===== src/rtl/jk_pkg.sv =====
// Shared types and helpers for the JK bank driver.
//   jk_state_e : driver FSM states
//   attempt_w  : width of the attempt counter for a given retry budget
//   ATTEMPT_W  : attempt counter width for the default retry budget of 3
//   excite     : per-bit JK excitation, returns {j, k}
package jk_pkg;

    typedef enum logic [1:0] {
        IDLE   = 2'd0,
        DRIVE  = 2'd1,
        SETTLE = 2'd2,
        CHECK  = 2'd3
    } jk_state_e;

    // The counter must reach MAX_RETRY+1 (first pulse plus every retry).
    function automatic int attempt_w(input int max_retry);
        return $clog2(max_retry + 2);
    endfunction

    localparam int DEF_MAX_RETRY = 3;
    localparam int ATTEMPT_W     = attempt_w(DEF_MAX_RETRY);

    // Don't-cares resolved to 0, so J and K are never both high.
    function automatic logic [1:0] excite(input logic q, input logic q_next);
        return {~q & q_next, q & ~q_next};
    endfunction

endpackage


===== src/rtl/jk_excite_lut.sv =====
// Combinational excitation table for a WIDTH-bit JK bank.
// Ports:
//   q      : current bank outputs
//   q_next : requested bank value
//   j, k   : per-bit excitation that moves q to q_next in one bank clock
module jk_excite_lut
    import jk_pkg::*;
#(
    parameter int WIDTH = 4
) (
    input  logic [WIDTH-1:0] q,
    input  logic [WIDTH-1:0] q_next,
    output logic [WIDTH-1:0] j,
    output logic [WIDTH-1:0] k
);

    always_comb begin
        j = '0;
        k = '0;
        for (int i = 0; i < WIDTH; i++) begin
            {j[i], k[i]} = excite(q[i], q_next[i]);
        end
    end

endmodule


===== src/rtl/jk_bank_driver.sv =====
// Drives an external JK flip-flop bank to a requested word: pulses J/K for
// one cycle, waits for the bank to settle, reads it back, retries on a
// mismatch and reports done or err.
// Ports:
//   clk, reset          : system clock, asynchronous active-low reset
//   tgt_valid/tgt_ready : target handshake (ready only while idle)
//   tgt_data            : requested bank value
//   q_in                : bank outputs read back
//   j, k                : registered excitation to the bank
//   busy                : operation in progress
//   done, err           : one-cycle completion pulses
//   attempts            : excitation pulses used for the last/current target
//
// state  | meaning
// IDLE   | ready for a target, j/k held at 0
// DRIVE  | excitation on j/k for exactly one cycle
// SETTLE | j/k at 0, waiting out the bank gate delays
// CHECK  | last settle cycle; q_in compared at its closing edge
module jk_bank_driver
    import jk_pkg::*;
#(
    parameter int WIDTH         = 4,
    parameter int SETTLE_CYCLES = 2,
    parameter int MAX_RETRY     = DEF_MAX_RETRY
) (
    input  logic                            clk,
    input  logic                            reset,
    input  logic                            tgt_valid,
    output logic                            tgt_ready,
    input  logic [WIDTH-1:0]                tgt_data,
    input  logic [WIDTH-1:0]                q_in,
    output logic [WIDTH-1:0]                j,
    output logic [WIDTH-1:0]                k,
    output logic                            busy,
    output logic                            done,
    output logic                            err,
    output logic [attempt_w(MAX_RETRY)-1:0] attempts
);

    localparam int AW = attempt_w(MAX_RETRY);
    localparam int CW = $clog2(SETTLE_CYCLES + 1);

    jk_state_e        state_q, state_d;
    logic [WIDTH-1:0] tgt_q, tgt_d;
    logic [WIDTH-1:0] j_q, j_d;
    logic [WIDTH-1:0] k_q, k_d;
    logic [CW-1:0]    cnt_q, cnt_d;
    logic [AW-1:0]    att_q, att_d;
    logic             done_q, done_d;
    logic             err_q, err_d;

    logic [WIDTH-1:0] lut_tgt;
    logic [WIDTH-1:0] lut_j;
    logic [WIDTH-1:0] lut_k;

    // One LUT serves both the first pulse (live tgt_data) and retries (latched target).
    assign lut_tgt = (state_q == IDLE) ? tgt_data : tgt_q;

    jk_excite_lut #(
        .WIDTH (WIDTH)
    ) u_lut (
        .q      (q_in),
        .q_next (lut_tgt),
        .j      (lut_j),
        .k      (lut_k)
    );

    always_comb begin
        state_d = state_q;
        tgt_d   = tgt_q;
        j_d     = j_q;
        k_d     = k_q;
        cnt_d   = cnt_q;
        att_d   = att_q;
        done_d  = 1'b0;
        err_d   = 1'b0;

        case (state_q)
            IDLE: begin
                j_d = '0;
                k_d = '0;
                if (tgt_valid) begin
                    tgt_d   = tgt_data;
                    j_d     = lut_j;
                    k_d     = lut_k;
                    att_d   = AW'(1);
                    state_d = DRIVE;
                end
            end
            DRIVE: begin
                j_d   = '0;
                k_d   = '0;
                cnt_d = CW'(SETTLE_CYCLES - 1);
                // SETTLE covers all settle cycles but the last; CHECK is the last one.
                state_d = (SETTLE_CYCLES == 1) ? CHECK : SETTLE;
            end
            SETTLE: begin
                cnt_d = cnt_q - CW'(1);
                if (cnt_q == CW'(1)) begin
                    state_d = CHECK;
                end
            end
            CHECK: begin
                if (q_in == tgt_q) begin
                    done_d  = 1'b1;
                    state_d = IDLE;
                end else if (att_q <= AW'(MAX_RETRY)) begin
                    j_d     = lut_j;
                    k_d     = lut_k;
                    att_d   = att_q + AW'(1);
                    state_d = DRIVE;
                end else begin
                    err_d   = 1'b1;
                    state_d = IDLE;
                end
            end
            default: begin
                j_d     = '0;
                k_d     = '0;
                state_d = IDLE;
            end
        endcase
    end

    // Async reset clears j/k at once so the bank is never excited during reset.
    always_ff @(posedge clk or negedge reset) begin
        if (!reset) begin
            state_q <= IDLE;
            tgt_q   <= '0;
            j_q     <= '0;
            k_q     <= '0;
            cnt_q   <= '0;
            att_q   <= '0;
            done_q  <= 1'b0;
            err_q   <= 1'b0;
        end else begin
            state_q <= state_d;
            tgt_q   <= tgt_d;
            j_q     <= j_d;
            k_q     <= k_d;
            cnt_q   <= cnt_d;
            att_q   <= att_d;
            done_q  <= done_d;
            err_q   <= err_d;
        end
    end

    assign tgt_ready = (state_q == IDLE);
    assign busy      = (state_q != IDLE);
    assign j         = j_q;
    assign k         = k_q;
    assign done      = done_q;
    assign err       = err_q;
    assign attempts  = att_q;

endmodule


===== config.mk =====
export PLATFORM = sky130hd
export DESIGN_NAME = jk_bank_driver
export DESIGN_NICKNAME = d
export VERILOG_FILES = /design/src/rtl/jk_pkg.sv /design/src/rtl/jk_excite_lut.sv /design/src/rtl/jk_bank_driver.sv
export SDC_FILE = /design/constraint.sdc
export NUM_CORES = 1
export LEC_CHECK = 0
export BUFFER_PORTS_ARGS = -buffer_cell sky130_fd_sc_hd__buf_2
export CAP_MARGIN = 30
export CORE_ASPECT_RATIO = 1.4
export CORE_UTILIZATION = 53
export CTS_BUF_LIST = sky130_fd_sc_hd__clkbuf_16
export CTS_CLUSTER_SIZE = 25
export DETAILED_ROUTE_END_ITERATION = 10
export GPL_TIMING_DRIVEN = 0
export PLACE_DENSITY = 0.77
export SLEW_MARGIN = 15
export SYNTH_ARGS = -nofsm -noshare
export SYNTH_HDL_FRONTEND = slang
export SYNTH_SLANG_ARGS = --single-unit

===== constraint.sdc =====
create_clock -name clk -period 2.5 [get_ports clk]
set_clock_uncertainty 0.2 [all_clocks]
set_input_delay 0.125 -clock clk [delete_from_list [all_inputs] [get_ports clk]]
set_output_delay 0.125 -clock clk [all_outputs]
set_load 0.1 [all_outputs]

## Word level (Yosys, flattened, before mapping)

Cells that the tools add are included.

| storage, ports and cells | value |
|---|---|
| ROM bits | 0 |
| output and inout bits | 15 |
| bits in latches | 0 |
| memory bits (writable) | 0 |
| register bits | 21 |
| memories | 0 |

| operators by class | value |
|---|---|
| muxes and demuxes | 24 |
| reduce and logical (&&, ||, !) cells | 9 |
| equal/unequal tests | 9 |
| bitwise logic cells | 16 |
| divide/modulo/power cells | 0 |
| shift operators | 0 |
| order comparisons | 1 |
| $add $sub $neg | 2 |
| $mul | 0 |

Operators by type and width:

| kind | number |
|---|---|
| 2-to-1 mux 4 bit | 7 |
| one-hot mux 4 bit (3 select lines) | 2 |
| 2-to-1 mux 3 bit | 3 |
| AND 1 bit | 8 |
| inequality test 2 bit (second input constant) | 4 |
| inverter 1 bit | 8 |
| one-hot mux 2 bit (4 select lines) | 1 |
| 2-to-1 mux 1 bit | 7 |
| one-hot mux 3 bit (2 select lines) | 1 |
| nonzero test 2 bit | 3 |
| equality test 2 x 1 -> 1 bit (second input constant) | 2 |
| equality test 2 bit (second input constant) | 2 |
| equality test 4 bit | 1 |
| 2-to-1 mux 2 bit | 2 |
| one-hot mux 2 bit (2 select lines) | 1 |
| AND reduction 2 bit | 2 |
| AND reduction 4 bit | 1 |
| adder 3 x 1 -> 3 bit (second input constant) | 1 |
| <= comparator 3 x 2 -> 1 bit (second input constant) | 1 |
| AND reduction 3 bit | 1 |
| nonzero test 3 bit | 1 |
| logical NOT 2 bit | 1 |
| subtractor 2 x 1 -> 2 bit (second input constant) | 1 |

## Depth between registers and ports, before layout

Gate-level depths: netlist of the first run.

| depth | value |
|---|---|
| depth after elaboration | 7 |
| mapped depth | 7 |
| depth with buffers taken out | 6 |

## Cells and area by module

A second synthesis of the first run with hierarchy kept.

| second synthesis, totals | value |
|---|---|
| cell total of the unflattened synthesis | 132 |
| area total of the unflattened synthesis | 1272.5 um^2 |

By module, submodules not included:

| module | seq. area each (um^2) | area each (um^2) | instances | cells each |
|---|---|---|---|---|
| jk_bank_driver | 525.5 | 1222.4 | 1 | 124 |
| jk_excite_lut | 0.0 | 50.0 | 1 | 8 |

## Worst setup path after synthesis of the first run

OpenSTA, ideal clock, no wires.

| timing path | value |
|---|---|
| path kind | reg2reg |
| from | register state_q[0] |
| to | register state_q[1] |
| cell stages (with the launch flop) | 7 |
| period minus slack after synthesis | 2.603 ns |
| setup time | 0.128 ns |
| arrival | 2.275 ns |
| setup slack | -0.103 ns |
| path buffers | 1 |
| cells stage by stage | dfrtp_1 -> inv_1 -> ha_1 -> buf_2 -> nand2b_1 -> o21ai_0 -> mux2_1 |

| on the way | value |
|---|---|
| cells in the longest elaborated chain, start to end | 3 |
| elaborated cells between the ends (all ways) | 8 |
| those cells by class | 5 x eq/ne; 1 x mux; 2 x reduce/logical |

Ends and longest elaborated chain:

| item | RTL line | text |
|---|---|---|
| start: declaration | jk_bank_driver.sv:43 | `jk_state_e state_q, state_d;` |
| start signal: assignment | jk_bank_driver.sv:137 | `state_q <= state_d;` |
| logical NOT 2 bit (*) | -- |  |
| net tgt_ready | jk_bank_driver.sv:29 | `output logic tgt_ready,` |
| inequality test 2 bit (no source line) | -- |  |
| AND reduction 2 bit (no source line) | -- |  |

Mark *: on every way through the listed nets, which the timed path passes. The rest lies on a longest branch.
A chain may end at the register's enable or synchronous reset.

## Worst setup path after layout of the first run

| timing path | value |
|---|---|
| from | register state_q[0] |
| to | register state_q[1] |

| on the way | value |
|---|---|
| cells in the longest elaborated chain, start to end | 3 |
| elaborated cells between the ends (all ways) | 8 |
| those cells by class | 5 x eq/ne; 1 x mux; 2 x reduce/logical |

Ends and longest elaborated chain:

| item | RTL line | text |
|---|---|---|
| equality test 2 bit or logical NOT 2 bit (tied branches) | jk_bank_driver.sv:78 | `case (state_q)` |
| inequality test 2 bit (no source line) | -- |  |
| AND reduction 2 bit (no source line) | -- |  |

Parallel ways exist; a longest one is shown, timed or not.

==> summary.txt, run 1 <==
Worst setup path
  • Worst r2r path cells: 6
  • Buf/Inv on CP: 2
  • FF-to-FF Start: state_q[0]
  • CP startpoint kind: flop
  • Crit-path cells: inv_1 -> ha_2 -> buf_2 -> nand2b_1 -> o21ai_0 -> mux2_1
  • Critical path's top delay family: flip-flops
  • Worst Path Required: ~2.4 ns
  • CP endpoint kind: flop
  • CP max stage delay: roughly 0.4 ns
  • Crit path max-delay cell type: dfrtp_1
  • CP max FO: 9
  • CP Data Arrival Time: slightly above 2 ns
  • RR Endpoint: state_q[1]
  • R2R Setup Slk: 0.41 ns
  • CP Class: reg2reg

STA
  • Setup TNS Final: 0 ns
  • Max Fclk: 0.4788 GHz
  • RSZ-0062 raised after global routing: false
  • Worst-Margin Slew: ~0.48 ns
  • Part of the cycle the worst path needs: around 84%
  • Relative slew slack: a little under 70%
  • Period minus WS final: around 2.1 ns
  • Final Max Tran Viols: 0
  • Final setup vio count: 0
  • Final Hold Vio Count: 0

Global route
  • Vias in the first global route: a little over 900
  • Maximum number of pins on one net before global-route repair: 22
  • Grt ovf: 0
  • All-Layer GR Usage: a little over a fifth
  • Initial antenna violation count: 0
  • First-pass GRT wire length: 4057 um

Yosys
  • Post-Syn Area: between 1000 and 1500 sq um
  • Sequential area share after synthesis: between 40% and 50%
  • Syn Area/Cell: 11.53 sq um
  • Yosys cell types: 34
  • Syn Nets: roughly 130
  • Seq cells post-synth: 21
  • Synth Warn #: 0
  • Syn Inst Count: about 110

Detailed routing
  • DRT iter0 DRCs: 21
  • Routed via count: 930
  • First-pass DRT Iterations: 4
  • Routed WL per cell: between 10 and 15 um
  • Drt total wl: between 2000 and 2500 um
  • Via/cell ratio: 5.706
  • Residual DRC: 0
  • DRT antenna net count: 0

Clocking
  • CTS sink cnt: 21
  • CTS Buf Count: 3
  • Number of H-tree levels: 1
  • CTS tree: built
  • Post-CTS Setup Inserts: 0
  • Clk buf depth: 2
  • Clock transition at the registers of the reported paths: 0.06 ns
  • Root Buffer: clkbuf_16
  • Clock insertion delay at the later pin of the skew report: 0.25 ns

Place
  • I/O Buffers: 25
  • Detailed placement HPWL: ~1800 um
  • RePlAce Congestion: between 0.8 and 0.9

Layout
  • Fillers: about 170
  • Share of cells above drive strength 1: a little over a third
  • Most frequent cells in the layout: 26 x buf_2, 21 x dfrtp_1, 8 x mux2_4
  • Nets: 161
  • Layout area overhead: 23.12%
  • # diodes: 0
  • Commonest non-fill, non-tap cell in the layout: buf_2

Floorplan
  • Row count: 20
  • Initial Util: a little under three fifths
  • Core Footprint: 2177 sq um
  • Ports: 26
  • Die X-Extent: roughly 43 um
  • Die area: about 2500 sq um
  • Die H: 59.09 um

Status
  • Status: complete, no violations

Hold path
  • Hold Crit Class: in2reg
  • Hold Path Depth: 3
  • Hold path endpoint: k[3]
  • Worst Hold Launch: q_in[3]

Run
  • Max-cap violations: 0
per-stage QoR:
step                cell area, sq um  hold WS [ns]  setup WS, ns  utilization [%]  cells
CTS                             1519       0.07432        0.3950            69.77    163
detailed placement              1389      -0.08856        0.4120            63.79    154
finish                          1519       0.07566        0.4115            69.77    163
global route                    1519        0.1012        0.2861            69.77    163
global placement                1389      -0.09326        0.5008            63.79    154
floorplan                       1236       -0.3706       0.03800                -    107
sequential cells by signal (all words and copies together) (netlist names):
register  cells
cnt_q         2
err           1
done          1
k             4
state_q       2
j             4
attempts      3
tgt_q         4
synthesized netlist by cell type, drive strengths merged:
cell type,number,area share (%)
o311ai,1,0.71
nand2,3,0.91
clkbuf,1,0.30
o311a,1,0.81
o21ai,8,3.2
nor2,3,0.91
o32a,1,0.81
o22ai,1,1.6
o21a,1,0.61
mux2,13,14
inv,8,2.4
nor4,2,2.2
and2,1,0.51
o41a,1,0.91
xor2,4,2.8
mux2i,4,3.2
dfrtp,21,43
nand3,4,1.6
o211ai,2,1.6
a21o,1,0.61
nand2b,3,1.5
buf,2,1.3
a21oi,3,1.2
or4,1,0.91
and3,4,2.0
nor3,5,2.0
ha,8,8.1
worst max-delay path by stage:
stage	startpoint	to	slack, ns	depth (start not counted)
floorplan	attempts[0]	j[0]	0.04	5
global placement	state_q[0]	state_q[1]	0.50	6
detailed placement	state_q[0]	state_q[1]	0.41	6
CTS	state_q[0]	state_q[1]	0.40	6
global route	state_q[0]	state_q[1]	0.29	6
finish	state_q[0]	state_q[1]	0.41	6
cell type report:
type                    count  area, sq um  share of cell area [%]
clock inverters             1        5.005                  0.3295
inverters                   8        30.03                   1.977
multi-input cells          75        660.6                   43.49
well taps                  22        27.53                   1.812
flip-flops and latches     21        525.5                   34.60
repair buffers             30        175.2                   11.53
plain buffers               3        20.02                   1.318
clock buffers               3        75.07                   4.942
what timing repair did:
| item | CTS | global route |
|---|---|---|
| hold buffers | 5 | 0 |
| endpoints found under the hold margin | 25 | 0 |
| gates resized for setup | 0 | 0 |
kinds of logic after synthesis:
| group | Yosys count | synth area share (%) |
|---|---|---|
| XOR/XNOR | 4 | 2.839 |
| AND/OR/NAND/NOR | 26 | 12.68 |
| adder cells (fa/ha/maj) | 8 | 8.114 |
| flip-flops | 21 | 42.60 |
| AO/OA/AOI/OAI | 20 | 12.17 |
| multiplexers | 17 | 17.55 |
| buffers and inverters | 11 | 4.056 |
per-layer routing:
layer,part of all wire [%],up-vias,track usage (%)
met5,0,-,0
met4,2.3,0,10.27
met3,2.8,6,2.744
met2,53,20,37.01
met1,42,449,26.09
li1,-,455,-
worst reg2reg max path, stage by stage (launching register included):
cell,delay [ns]
dfrtp_1,0.40
inv_1,0.15
ha_2,0.20
buf_2,0.25
nand2b_1,0.19
o21ai_0,0.21
mux2_1,0.37
Power of run 1 is not shown: default switching activity piles up to over one toggle a cycle in this logic, so the estimate is an artifact.
==> inputs of run 2 (changes only) <==
- CORE_UTILIZATION: 53 -> 48
- PLACE_DENSITY: 0.77 -> 0.73
- clock period: 2.5 -> 1.7 ns (I/O delays scaled with it)
==> run 2 against run 1 <==
  * The run now ends with setup timing left
  * Cell area increased by 19%
  * Fmax increased by 12%
  * Via count up 5.2%
  * Sequential cell count unchanged
  * Cell count is 15% higher
  * First-iteration DRC count down 4.8%
  * Critical path depth unchanged
  * Non-clock buffer count rose by 12
  * Routed wire length increased by 11%
  * Register-to-register slack worse by 0.58 ns
  * Global-route usage shrank 1.9 points
  * Critical endpoint is now k[2]
  * Largest cell class unchanged
==> summary.txt, run 2 (synthesis results as in run 1) <==
Global route
  • Maximum number of pins on one net before global-route repair: 22 (unchanged)
  • Grt ovf: 0 (unchanged)
  • All-Layer GR Usage: 19.48% (-1.9 points)
  • Met3 usage: 2.601% (-0.14 points)
  • First-pass GRT wire length: 3884 um (-4.3%)
  • GRT met1 Usage: 23.49% (-2.6 points)
  • Met2 GRT Util: 35.29% (-1.7 points)
  • Initial antenna violation count: 0 (unchanged)
  • Vias in the first global route: 928 (+0.98%)
  • Busiest grt layer: met2

Layout
  • Fillers: 170 (+2.4%)
  • Most frequent cells in the layout: 24 x buf_2, 17 x dfrtp_1, 9 x mux2_4, 9 x buf_4
  • # diodes: 0 (unchanged)
  • Commonest non-fill, non-tap cell in the layout: buf_2
  • Share of cells above drive strength 1: 54.90% (+19 points)
  • Nets: 173 (+7.5%)
  • Layout area overhead: 46.96%

STA
  • RSZ-0062 raised after global routing: true
  • Hold_ws: 0.05617 ns (-0.01949 ns)
  • Final Max Tran Viols: 0 (unchanged)
  • Part of the cycle the worst path needs: 109.7% (+26 points)
  • Max Fclk: 0.5362 GHz (+12%)
  • Period minus WS final: 1.865 ns (-0.2234 ns)
  • Worst-Margin Slew: 0.5014 ns (+0.02219 ns)
  • Final Hold Vio Count: 0 (unchanged)
  • Final setup vio count: 10 (+10)
  • Worst Setup Slack, final: -0.1651 ns (-0.5766 ns)
  • Relative slew slack: 66.80% (-1.2 points)

Place
  • Detailed placement HPWL: 1777 um (-1.4%)
  • I/O Buffers: 25 (unchanged)
  • RePlAce Congestion: 0.8007 (-10%)

Worst setup path
  • Worst Path Required: 1.63 ns (-0.80 ns)
  • FF-to-FF Start: attempts[1]
  • CP Data Arrival Time: 1.80 ns (-0.22 ns)
  • R2R Setup Slk: -0.17 ns (-0.58 ns)
  • CP endpoint kind: flop
  • CP Class: reg2reg
  • Worst r2r path cells: 6 (unchanged)
  • CP startpoint kind: flop
  • CP max FO: 6 (-3)
  • RR Endpoint: k[2]

Run
  • Max-cap violations: 0 (unchanged)

Detailed routing
  • Residual DRC: 0 (unchanged)
  • First-pass DRT Iterations: 4 (unchanged)
  • Routed WL per cell: 14.44 um (-3.1%)
  • Drt total wl: 2700 um (+11%)
  • Via/cell ratio: 5.230 (-8.3%)
  • DRT antenna net count: 0 (unchanged)
  • Routed via count: 978 (+5.2%)
  • DRT iter0 DRCs: 20 (-4.8%)

Clocking
  • Clock transition at the registers of the reported paths: 0.06 ns (about the same)
  • Number of H-tree levels: 1 (unchanged)
  • CTS Buf Count: 3 (unchanged)
  • CTS sink cnt: 21 (unchanged)
  • Clk buf depth: 2 (unchanged)
  • Root Buffer: clkbuf_16
  • CTS tree: built
  • Clock insertion delay at the later pin of the skew report: 0.25 ns (about the same)

Status
  • Failing checks: setup timing
  • Status: finished with violations

Floorplan
  • Die area: 2780 sq um (+10%)
  • Row count: 21 (+5.0%)
  • Core Footprint: 2417 sq um (+11%)
  • Die X-Extent: 44.85 um (+4.8%)
  • Initial Util: 51.04% (-5.6 points)
  • Die H: 61.99 um (+4.9%)
  • Ports: 26 (unchanged)

Hold path
  • Hold path endpoint: k[1]
  • Hold Crit Class: in2reg
  • Worst Hold Launch: q_in[1]
  • Hold Path Depth: 3 (unchanged)
==> run 2: worst max-delay path, stage by stage (launching register included) <==
cell,delay [ns]
dfrtp_4,0.51
ha_4,0.18
ha_4,0.17
o21ai_4,0.13
o22ai_4,0.10
buf_12,0.16
mux2_4,0.29
==> run 2: per-stage QoR <==
step	setup slack, ns	util (%)	cells	area, sq um	setup TNS, ns
finish	-0.1651	75.00	187	1813	-1.453
global route	-0.2204	75.00	187	1813	-2.165
CTS	-0.1470	71.53	183	1729	-1.393
detailed placement	-0.2618	61.75	166	1493	-2.457
global placement	-0.2329	61.75	166	1493	-2.105
floorplan	-0.2734	-	107	1325	-2.798
==> run 2: area by class of cell <==
type	instances	area (sq um)	area share [%]
Timing Repair Buffer	42	291.5	16.08
Buffer	3	45.04	2.484
Inverter	8	33.78	1.863
Sequential cell	21	538.0	29.68
Clock buffer	3	75.07	4.141
Tap cell	34	42.54	2.346
Multi-Input combinational cell	75	783.3	43.20
Clock inverter	1	3.754	0.2070
==> run 2: how the worst max path moves through the flow <==
| stage | start | to | slack [ns] | cells after the start |
|---|---|---|---|---|
| finish | attempts[1] | k[2] | -0.17 | 6 |
| global route | tgt_q[2] | k[3] | -0.22 | 5 |
| CTS | attempts[1] | k[2] | -0.15 | 6 |
| detailed placement | state_q[1] | k[0] | -0.26 | 4 |
| global placement | state_q[1] | j[1] | -0.23 | 5 |
| floorplan | attempts[1] | j[0] | -0.27 | 5 |
==> run 2: timing repair <==
item | CTS | global route
gates resized for setup | 9 | 10
hold buffers | 5 | 0
endpoints found under the hold margin | 25 | 0
setup endpoints to repair | 12 | 14
setup buffers | 8 | 4
pin swaps | 2 | 6
==> run 2: metal layers <==
layer | vias up | share of wire, %
met5 | - | 0
met4 | 0 | 0.52
met3 | 2 | 2.1
met2 | 19 | 54
met1 | 481 | 43
li1 | 476 | -
Power of run 2 is left out for the same reason.
==> inputs of run 3 (changes only) <==
- ABC_AREA: default -> 0
- PLACE_DENSITY: 0.73 -> default
- PLACE_DENSITY_LB_ADDON: default -> 0.25
==> run 3 against run 2 <==
  * The run still ends with setup timing left
  * Cell count is 0.53% higher
  * Register-to-register slack hardly changed
  * Die area is the same
  * Sequential cell count unchanged
  * Fmax down 0.78%
  * Critical endpoint is now k[1]
  * Highest routed layer unchanged
==> summary.txt, run 3 (synthesis results as in run 1) <==
Status
  • Status: finished with violations
  • Failing checks: setup timing

Global route
  • Vias in the first global route: 1074 (+16%)
  • First-pass GRT wire length: 4581 um (+18%)
  • All-Layer GR Usage: 23.59% (+4.1 points)
  • Initial antenna violation count: 0 (unchanged)
  • Grt ovf: 0 (unchanged)
  • Maximum number of pins on one net before global-route repair: 22 (unchanged)

Floorplan
  • Die area: 2780 sq um (unchanged)
  • Row count: 21 (unchanged)
  • Core Footprint: 2417 sq um (unchanged)
  • Ports: 26 (unchanged)
  • Die X-Extent: 44.85 um (unchanged)
  • Initial Util: 51.04% (unchanged)
  • Die H: 61.99 um (unchanged)

Layout
  • # diodes: 0 (unchanged)
  • Most frequent cells in the layout: 23 x buf_2, 17 x dfrtp_1, 9 x mux2_4, 9 x buf_4
  • Final non-filler cell total: 188 (+0.53%)
  • Final Util: 77.33% (+2.3 points)
  • Post-route cell area: 1869 sq um (+3.1%)
  • Commonest non-fill, non-tap cell in the layout: buf_2
  • Multi-input gate area: 827.0 sq um (+5.6%)
  • Share of cells above drive strength 1: 59.09% (+4.2 points)
  • Fillers: 136 (-20%)
  • Nets: 174 (+0.58%)
  • Layout area overhead: 51.52%
  • FF+latch area: 538.0 sq um (unchanged)

Detailed routing
  • Drt total wl: 3061 um (+13%)
  • DRT iter0 DRCs: 27 (+35%)
  • Via/cell ratio: 5.601 (+7.1%)
  • Routed via count: 1053 (+7.7%)
  • DRT antenna net count: 0 (unchanged)
  • Residual DRC: 0 (unchanged)
  • Routed WL per cell: 16.28 um (+13%)
  • First-pass DRT Iterations: 4 (unchanged)

Clocking
  • Clock insertion delay at the later pin of the skew report: 0.25 ns (about the same)
  • CTS Buf Count: 3 (unchanged)
  • CTS sink cnt: 21 (unchanged)
  • CTS tree: built
  • Number of H-tree levels: 1 (unchanged)
  • Clk buf depth: 2 (unchanged)
  • Root Buffer: clkbuf_16
  • Clock transition at the registers of the reported paths: 0.06 ns (about the same)

Hold path
  • Hold Crit Class: in2reg

Worst setup path
  • CP startpoint kind: flop
  • Worst Path Required: 1.63 ns (about the same)
  • CP Class: reg2reg
  • CP Data Arrival Time: 1.81 ns (about the same)
  • CP max FO: 4 (-2)
  • CP endpoint kind: flop

STA
  • Final setup vio count: 13 (+3)
  • Worst-Margin Slew: 0.4900 ns (-0.01142 ns)
  • RSZ-0062 raised after global routing: true
  • Part of the cycle the worst path needs: 110.6% (+0.87 points)
  • Period minus WS final: 1.880 ns (+0.01471 ns)
  • Max Fclk: 0.5320 GHz (-0.78%)
  • Final Max Tran Viols: 0 (unchanged)
  • Worst Setup Slack, final: -0.1798 ns (-0.01471 ns)
  • Relative slew slack: 67.56% (+0.76 points)
  • Final Hold Vio Count: 0 (unchanged)

Place
  • I/O Buffers: 25 (unchanged)
  • Post-Place Setup Slack: -0.2581 ns (+0.003640 ns)
  • RePlAce Congestion: 0.7767 (-3.0%)
  • Placed cells: 166 (unchanged)
  • Dpl cell area: 1493 sq um (unchanged)
  • Detailed placement HPWL: 1781 um (+0.28%)

Run
  • Max-cap violations: 0 (unchanged)
run 3: cell types whose count changed in the layout (fill, tap and decap cells not counted), sizes merged:
cell	previous run	this run
clkbuf	4	5
run 3: through the flow:
step	hold slack, ns	setup TNS (ns)
finish	0.06494	-1.726
global route	0.08077	-2.326
CTS	0.03914	-1.390
detailed placement	-0.1379	-2.441
global placement	-0.1342	-2.171
floorplan	-0.4106	-2.798
run 3: layout make-up:
type                       instances  area share, %
tap                               34          2.276
timing repair buffer              43          16.27
clock inverter                     1         0.2008
sequential                        21          28.78
inverter                           8          1.807
clock buffer                       3          4.016
buffer                             3          2.410
multi-input combinational         75          44.24
run 3: worst paths after layout:
| kind | from | end | slack (ns) | cells past startpoint |
|---|---|---|---|---|
| min in group asynchronous | reset | err | 0.12 | 2 |
| worst min register to register | j[2] | j[2] | 0.30 | 1 |
| max in group asynchronous | reset | attempts[0] | 0.81 | 2 |
| worst max register to register | attempts[1] | k[1] | -0.18 | 6 |
| worst min-delay path | tgt_valid | attempts[2] | 0.06 | 4 |
| worst max-delay path | attempts[1] | k[1] | -0.18 | 6 |
run 3: timing repair:
item | CTS | global route
gates cloned | 0 | 0
resized for setup | 23 | 10
endpoints found under the setup margin | 12 | 15
hold buffers | 5 | 0
setup buffers | 11 | 2
endpoints found under the hold margin | 25 | 0
pin swaps | 8 | 4
run 3: layer usage:
layer  share of wire [%]  GRT usage (%)  vias up
met4                 2.7          15.15        0
met3                 3.7          3.179        8
met5                   0              0        -
met1                  39          25.27      526
li1                    -              -      481
met2                  55          43.07       38
run 3: worst max-delay path: stages, from the launching register on:
cell and delay [ns]:
dfrtp_4 0.51, ha_4 0.18, ha_4 0.18, o21ai_4 0.14
o22ai_4 0.11, buf_6 0.16, mux2_4 0.29
Power of run 3 is left out for the same reason.
